$ cat src/rtl/fetch_unit_pkg.sv
// rtl/fetch_unit_pkg.sv - shared types and constants for the RV32I fetch stage
package fetch_unit_pkg;

  typedef logic [6:0] opcode_t;

  typedef enum logic [1:0] {
    ST_IDLE  = 2'd0,
    ST_REQ   = 2'd1,
    ST_WAIT  = 2'd2,
    ST_FAULT = 2'd3
  } fetch_state_t;

  localparam logic [31:0] NOP_INSTR        = 32'h0000_0013;
  localparam logic [31:0] RESET_PC_DEFAULT = 32'h0000_0000;

endpackage

$ cat src/rtl/fetch_unit_pc_reg.sv
// rtl/fetch_unit_pc_reg.sv - PC/OldPC registers with increment, redirect and alignment check
module pc_reg
  import fetch_unit_pkg::*;
#(
  parameter int          XLEN     = 32,
  parameter logic [XLEN-1:0] RESET_PC = RESET_PC_DEFAULT[XLEN-1:0]
) (
  input  logic            clk,
  input  logic            reset,
  input  logic            redirect_en_i,
  input  logic [XLEN-1:0] target_i,
  input  logic            advance_i,
  output logic [XLEN-1:0] pc_o,
  output logic [XLEN-1:0] old_pc_o,
  output logic            misaligned_o
);

  logic [XLEN-1:0] pc_q, pc_d;
  logic [XLEN-1:0] old_pc_q, old_pc_d;
  logic            aligned;

  assign aligned      = (target_i[1:0] == 2'b00);
  assign misaligned_o = redirect_en_i & ~aligned;

  // Advance and redirect are mutually exclusive: advance only happens in REQ/WAIT.
  always_comb begin
    pc_d     = pc_q;
    old_pc_d = old_pc_q;
    if (advance_i) begin
      old_pc_d = pc_q;
      pc_d     = pc_q + XLEN'(4);
    end else if (redirect_en_i && aligned) begin
      pc_d = target_i;
    end
  end

  always_ff @(posedge clk) begin
    if (reset) begin
      pc_q     <= RESET_PC;
      old_pc_q <= RESET_PC;
    end else begin
      pc_q     <= pc_d;
      old_pc_q <= old_pc_d;
    end
  end

  assign pc_o     = pc_q;
  assign old_pc_o = old_pc_q;

endmodule

$ cat src/rtl/fetch_unit.sv
// rtl/fetch_unit.sv - instruction fetch stage: PC, instruction register and imem request FSM
module fetch_unit
  import fetch_unit_pkg::*;
#(
  parameter int              XLEN     = 32,
  parameter logic [XLEN-1:0] RESET_PC = RESET_PC_DEFAULT[XLEN-1:0],
  parameter int              TIMEOUT  = 255
) (
  input  logic            clk,
  input  logic            reset,
  input  logic            ir_write,
  input  logic            pc_update,
  input  logic            branch,
  input  logic            zero_flag,
  input  logic [XLEN-1:0] pc_target,
  output logic            imem_req,
  output logic [XLEN-1:0] imem_addr,
  input  logic            imem_rvalid,
  input  logic [31:0]     imem_rdata,
  output logic [31:0]     instr,
  output opcode_t         opcode,
  output logic [XLEN-1:0] pc,
  output logic [XLEN-1:0] old_pc,
  output logic            fetch_busy,
  output logic            fetch_done,
  output logic            misaligned_fault,
  output logic            timeout_fault
);

  localparam logic [7:0] TIMEOUT_CNT = 8'(TIMEOUT);

  fetch_state_t state_q, state_d;
  logic         ir_write_q;
  logic [7:0]   cnt_q, cnt_d;
  logic [31:0]  instr_q, instr_d;
  logic         fetch_done_q, fetch_done_d;
  logic         mis_q, mis_d;
  logic         to_q, to_d;

  logic start;
  logic redirect_req;
  logic redirect_en;
  logic accept;
  logic misaligned;

  assign start        = ir_write & ~ir_write_q;
  assign redirect_req = pc_update | (branch & zero_flag);
  assign redirect_en  = (state_q == ST_IDLE) & redirect_req;

  pc_reg #(
    .XLEN     (XLEN),
    .RESET_PC (RESET_PC)
  ) u_pc_reg (
    .clk           (clk),
    .reset         (reset),
    .redirect_en_i (redirect_en),
    .target_i      (pc_target),
    .advance_i     (accept),
    .pc_o          (pc),
    .old_pc_o      (old_pc),
    .misaligned_o  (misaligned)
  );

  always_comb begin
    state_d      = state_q;
    cnt_d        = cnt_q;
    instr_d      = instr_q;
    mis_d        = mis_q;
    to_d         = to_q;
    accept       = 1'b0;
    imem_req     = 1'b0;
    unique case (state_q)
      ST_IDLE: begin
        // A misaligned redirect wins over a simultaneous fetch start.
        if (misaligned) begin
          mis_d   = 1'b1;
          state_d = ST_FAULT;
        end else if (start) begin
          state_d = ST_REQ;
        end
      end
      ST_REQ: begin
        imem_req = 1'b1;
        cnt_d    = 8'd0;
        if (imem_rvalid) begin
          accept  = 1'b1;
          state_d = ST_IDLE;
        end else begin
          state_d = ST_WAIT;
        end
      end
      ST_WAIT: begin
        if (imem_rvalid) begin
          accept  = 1'b1;
          state_d = ST_IDLE;
        end else begin
          cnt_d = cnt_q + 8'd1;
          if (cnt_d == TIMEOUT_CNT) begin
            to_d    = 1'b1;
            state_d = ST_FAULT;
          end
        end
      end
      ST_FAULT: state_d = ST_FAULT;
      default:  state_d = ST_IDLE;
    endcase
    if (accept) instr_d = imem_rdata;
    fetch_done_d = accept;
  end

  always_ff @(posedge clk) begin
    if (reset) begin
      state_q      <= ST_IDLE;
      ir_write_q   <= 1'b0;
      cnt_q        <= 8'd0;
      instr_q      <= NOP_INSTR;
      fetch_done_q <= 1'b0;
      mis_q        <= 1'b0;
      to_q         <= 1'b0;
    end else begin
      state_q      <= state_d;
      ir_write_q   <= ir_write;
      cnt_q        <= cnt_d;
      instr_q      <= instr_d;
      fetch_done_q <= fetch_done_d;
      mis_q        <= mis_d;
      to_q         <= to_d;
    end
  end

  assign imem_addr        = pc;
  assign instr            = instr_q;
  assign opcode           = instr_q[6:0];
  assign fetch_busy       = (state_q == ST_REQ) || (state_q == ST_WAIT);
  assign fetch_done       = fetch_done_q;
  assign misaligned_fault = mis_q;
  assign timeout_fault    = to_q;

endmodule

$ cat config.mk
export PLATFORM = sky130hd
export DESIGN_NAME = fetch_unit
export DESIGN_NICKNAME = d
export VERILOG_FILES = /design/src/rtl/fetch_unit_pkg.sv /design/src/rtl/fetch_unit_pc_reg.sv /design/src/rtl/fetch_unit.sv
export SDC_FILE = /design/constraint.sdc
export NUM_CORES = 1
export LEC_CHECK = 0
export ABC_AREA = 1
export CAP_MARGIN = 10
export CORE_MARGIN = 2
export CORE_UTILIZATION = 40
export CTS_CLUSTER_DIAMETER = 150
export DETAILED_ROUTE_END_ITERATION = 7
export GPL_TIMING_DRIVEN = 0
export PLACE_DENSITY = 0.8
export SETUP_SLACK_MARGIN = 0.15
export SYNTH_ARGS = -nofsm -noshare
export SYNTH_HDL_FRONTEND = slang
export SYNTH_SLANG_ARGS = --single-unit
$ cat constraint.sdc
create_clock -name clk -period 2.3 [get_ports clk]
set_clock_uncertainty 0.2 [all_clocks]
set_input_delay 0.345 -clock clk [delete_from_list [all_inputs] [get_ports clk]]
set_output_delay 0.345 -clock clk [all_outputs]
set_load 0.01 [all_outputs]
# Yosys cells after proc, flatten, opt, wreduce, memory -nomap -nowiden
# Index checks and enable logic that the tools add are counted.
[word_totals]
inputBits = 71
output_inout_bits = 140
register_bits = 110
[classes]
bitwise_logic = 8
n_reduce_logical = 11
muxes = 13
add_sub_neg = 2
eq_ne = 7
[ops]
columns = ["op", "n"]
rows = [
  ["$mux 32", 2],
  ["$add 32x3->32 const B", 1],
  ["$pmux 8 s2", 1],
  ["$mux 2", 5],
  ["$add 8x1->8 const B", 1],
  ["$eq 8x8->1 const B", 1],
  ["$mux 8", 1],
  ["$pmux 2 s4", 1],
  ["$ne 3x3->1 const B", 2],
  ["$reduce_and 2->1", 3],
  ["$and 1x1->1", 4],
  ["$eq 2x2->1 const B", 2],
  ["$logic_not 2->1", 2],
  ["$reduce_bool 2->1", 2],
  ["$mux 1", 3],
  ["$not 1->1", 3],
  ["$reduce_and 3->1", 1],
  ["$eq 2x1->1 const B", 1],
  ["$ne 2x2->1 const B", 1],
  ["$reduce_or 2->1", 1],
  ["$logic_and 1x1->1", 1],
  ["$logic_or 1x1->1", 1],
  ["$or 1x1->1", 1],
]

# Depth between registers and ports, before layout
[depth]
word_depth = 6
depth_mapped = 12
mapped_depth_nobuf = 12

# Hierarchy
# A second synthesis with hierarchy kept.
[hier_totals]
hier_cells = 781
hier_area_um2 = 5405.2
[modules_own_cells]
columns = ["mod", "area_each_um2", "instances", "seq_area_each_um2", "cells_each"]
rows = [
  ["pc_reg", 3224.3, 1, 1281.2, 488],
  ["fetch_unit", 2180.8, 1, 920.9, 293],
]

# Worst setup path before layout
# Ideal clock, no wire load.
[synth_path]
path_kind = "register to register"
from = "register state_q[1]"
to = "register u_pc_reg.pc_q[22] (netlist: u_pc_reg.pc_o[22])"
t_arrival_ns = 1.627
t_required_ns = 1.991
stages_incl_launch_ff = 12
period_less_slack_ns = 1.936
slack_ns = 0.364
cell_sequence = "dfxtp_1 inv_1 ha_1 nand2_1 buf_4 nand3_2 inv_2 buf_2 a21oi_1 nand3_1 nand2_1 inv_1"
[synth_between]
elab_chain_len = 4
elab_cells_between_ends = 9
cone_classes = "eq/ne: 2; mux: 2; bitwise: 1; reduce/logical: 4"
[synth_rtl]
columns = ["item", "line_no", "text"]
rows = [
  ["start, declared", "fetch_unit.sv:32", "fetch_state_t state_q, state_d;"],
  ["start signal, assigned", "fetch_unit.sv:121", "state_q <= state_d;"],
  ["$eq 2x1->1, or another cell as far along", "fetch_unit.sv:72", "unique case (state_q)"],
  ["$reduce_or 2->1 (no source line) / $and 1x1->1 (equally long branches)", "-", ""],
  ["$mux 1 / $logic_and 1x1->1 (equally long branches)", "-", ""],
  ["$mux 32 / $reduce_bool 2->1 (equally long branches)", "-", ""],
  ["end signal, assigned", "fetch_unit_pc_reg.sv:42", "pc_q <= pc_d;"],
  ["end, declared", "fetch_unit_pc_reg.sv:18", "logic [XLEN-1:0] pc_q, pc_d;"],
]
# Several ways; a longest one is shown, not always the timed one.
# A chain may end at the register's enable or synchronous reset.

# Worst setup path after layout
[layout_path]
from = "register u_pc_reg.pc_q[19] (netlist: u_pc_reg.pc_o[19])"
to = "output pc[19]"
[layout_rtl]
columns = ["item", "line_no", "text"]
rows = [
  ["end, declared", "fetch_unit.sv:22", "output logic [XLEN-1:0] pc,"],
]
# No word-level cell between the ends.

==> reports/qor.yml <==
status:
  status: "completed"
sta:
  fin_crit_sh: 0.904
  tns_ns: 0
  rsz0062_at_grt: "yes"
  hold_viol: 0
  post-route-min-period_ns: 2.08
  worstMarginPinSlew_ns: 0.654
  slew_headroom: 0.564
  slew_viol_final: 0
  hold_slack_ns: 0.258
  setup_ws_ns: 0.221
  fmax_mhz: 481
  setup_viol_count_final: 0
logic_synthesis:
  yosys_most_used_dff: "dfxtp_1"
  ys_async_sr_fraction: 0
  syn_area_per_cell_um2: 7.12
  ys_ff_latch: 110
  yosysWarnings: 0
  synthCells: 742
  synth-seq-area-share: 0.417
  synth_cell_types: 33
  synth_enable_flop_cells: 0
  synth_area_um2: 5290
  syn_nets: 820
clocking:
  htreeDepth: 3
  numCtsBuffers: 9
  cts-root-buf: "clkbuf_16"
  cts_tree: "done"
  clock-sinks: 110
  clock_path_buffers: 2
  hold_buffers: 0
  insertion_delay_ns: 0.35
  cts.reportedPaths.clkPinSlew_ns: 0.07
critical_path:
  r2r_end: "u_pc_reg.pc_o[24]$_SDFFE_PP0P_"
  end_kind: "output port"
  worstSetupPathType: "reg -> out"
  arrival_ns: 1.53
  start_kind: "flop"
  worst_ep_required_time_ns: 1.75
  r2r_setup_slack_ns: 0.22
  reg2reg_from: "state_q[0]$_SDFFE_PP0P_"
  cp_max_fo: 6
  crit_path_start: "u_pc_reg.pc_o[19]$_SDFFE_PP0P_"
  r2r_cells: 8
pwr:
  p_leak_uw: 0.00323
  ir_worst_vdd_v: 0.000419
  p_per_area_nw_per_um2: 1020
detailed_routing:
  top_layer: "met4"
  wl_per_cell_um: 14.8
  wl_met1_um: 7200
  route.detailed.drc: 0
  ant_nets: 0
  dr_wl_met3_um: 1340
  totalWireLength_um: 16900
  avgViaCountPerCell: 4.93
  wl_met2_um: 7950
  num_vias: 5623
  drt_iter0_drc: 383
  first_pass_iters: 6
finish:
  multi_input_area_um2: 2360
  final_cells: 1141
  fill_cells: 1109
  diodes: 0
  drive_gt1_frac: 0.106
  syn_to_final_growth_pct: 50.8
  fin_nets: 1043
  utilization: 0.624
  seq_area_um2: 2210
worst_hold_path:
  worstHoldPathType: "reg -> reg"
  hold_depth: 2
  whs_endpoint: "misaligned_fault$_SDFFE_PP0P_"
  hp-start: "misaligned_fault$_SDFFE_PP0P_"
place:
  pre_cts_ws_ns: -0.172
  port_buffers: 210
  gp_congestion: 0.898
  post-dp-hpwl_um: 12700
  place_inst: 1124
die:
  core_um2: 12800
  num_io_pins: 211
  die_x_um: 119
  dieArea_um2: 14100
  initial_core_util: 0.414
  die_h_um: 119
  rows: 41
global_routing:
  grt_pass1_vias: 5165
  grt_usage: 0.238
  grt_pass1_wl_um: 26600
  grt-ovfl-total: 0
  antenna_found_initial: 0
  grt_start_max_net_pins: 17
job:
  maxCapViolCount: 0
layout by cell type (no fill, tap or decap), types with 9 or more instances in the layout:
cell type / netlist / routed
clkbuf_16: 0 / 9
nand3_1: 52 / 52
clkbuf_1: 13 / 11
nor2_1: 143 / 143
dfxtp_1: 110 / 106
o21ai_0: 68 / 66
buf_4: 40 / 43
buf_2: 16 / 11
inv_1: 71 / 71
nand4_1: 9 / 9
a21oi_1: 36 / 36
clkdlybuf4s50_1: 0 / 209
nand2_1: 111 / 111
synthesized netlist by cell type, types with 3 or more instances:
master,number,area (um^2)
a211oi_1,8,60.1
a21oi_1,36,180
a22oi_1,3,22.5
a31oi_1,5,31.3
buf_2,16,80.1
buf_4,40,300
buf_6,3,33.8
clkbuf_1,13,48.8
dfxtp_1,110,2200
ha_1,7,87.6
inv_1,71,267
nand2_1,111,417
nand3_1,52,260
nand3_2,5,50.1
nand4_1,9,56.3
nor2_1,143,537
nor2_4,5,56.3
nor3_1,7,35.0
o211ai_1,4,30.0
o21ai_0,68,340
o21ai_1,5,25.0
o22ai_1,3,18.8
xor2_1,5,43.8
critical path: stages, from the launching register on:
cell and delay [ns]:
dfxtp_1 0.47, buf_4 0.16, clkdlybuf4s50_1 0.56
layer usage:
metal | global-route usage | up-vias
li1 | - | 2803
met1 | 0.304 | 2508
met2 | 0.394 | 278
met3 | 0.0469 | 34
met4 | 0.0975 | 0
met5 | 0 | -
cell type report:
cell class	count	share of cell area
plain buffers	73	0.0628
clock buffers	11	0.0305
well taps	172	0.0270
inverters	74	0.0353
flip-flops and latches	110	0.277
clock inverters	4	0.00597
repair buffers	212	0.266
multi-input cells	485	0.296
registers in the layout, summed over array words and instances (netlist names):
register / cells
u_pc_reg.old_pc_o: 32
misaligned_fault: 1
fetch_done: 1
instr: 32
ir_write_q: 1
u_pc_reg.pc_o: 32
timeout_fault: 1
state_q: 2
cnt_q: 8
kinds of logic (layout without fill, tap and decap cells):
logic type	Yosys count	count (layout)	share of synthesized area
and+or+nand+nor	338	338	0.279
AOI/OAI and AO/OA	135	135	0.138
buffers and inverters	147	374	0.141
xor gates and xnor gates	5	5	0.00829
DFF	110	110	0.417
adders and majority gates	7	7	0.0166
worst max-delay path by stage:
stage / endpoint / slack (ns) / cells past startpoint
detailed placement: u_pc_reg.pc_o[17]$_SDFFE_PP0P_ / -0.17 / 10
global route: u_pc_reg.pc_o[30]$_SDFFE_PP0P_ / 0.12 / 10
finish: pc[19] / 0.22 / 2
CTS: u_pc_reg.pc_o[22]$_SDFFE_PP0P_ / 0.17 / 11
floorplan: u_pc_reg.pc_o[22]$_SDFFE_PP0P_ / 0.36 / 11
global placement: u_pc_reg.pc_o[17]$_SDFFE_PP0P_ / -0.21 / 10
power by group:
part	internal [uW]	total, uW	switching, uW
Combinational	1870	3800	1930
Sequential	2450	2820	374
Clock	865	1550	681
Total	5180	8170	2980
metrics by stage:
step	cell area (um^2)	power [uW]
floorplan	5290	4630
global placement	7600	6530
detailed placement	7600	6590
CTS	7930	8170
global route	7970	8690
finish	7970	8170
what timing repair did:
item | CTS | global route
pin swaps | 0 | 0
buffers inserted | 2 | 0
resized for setup | 11 | 16
endpoints found under the setup margin | 54 | 54
Power figures use the tool's default switching activity.
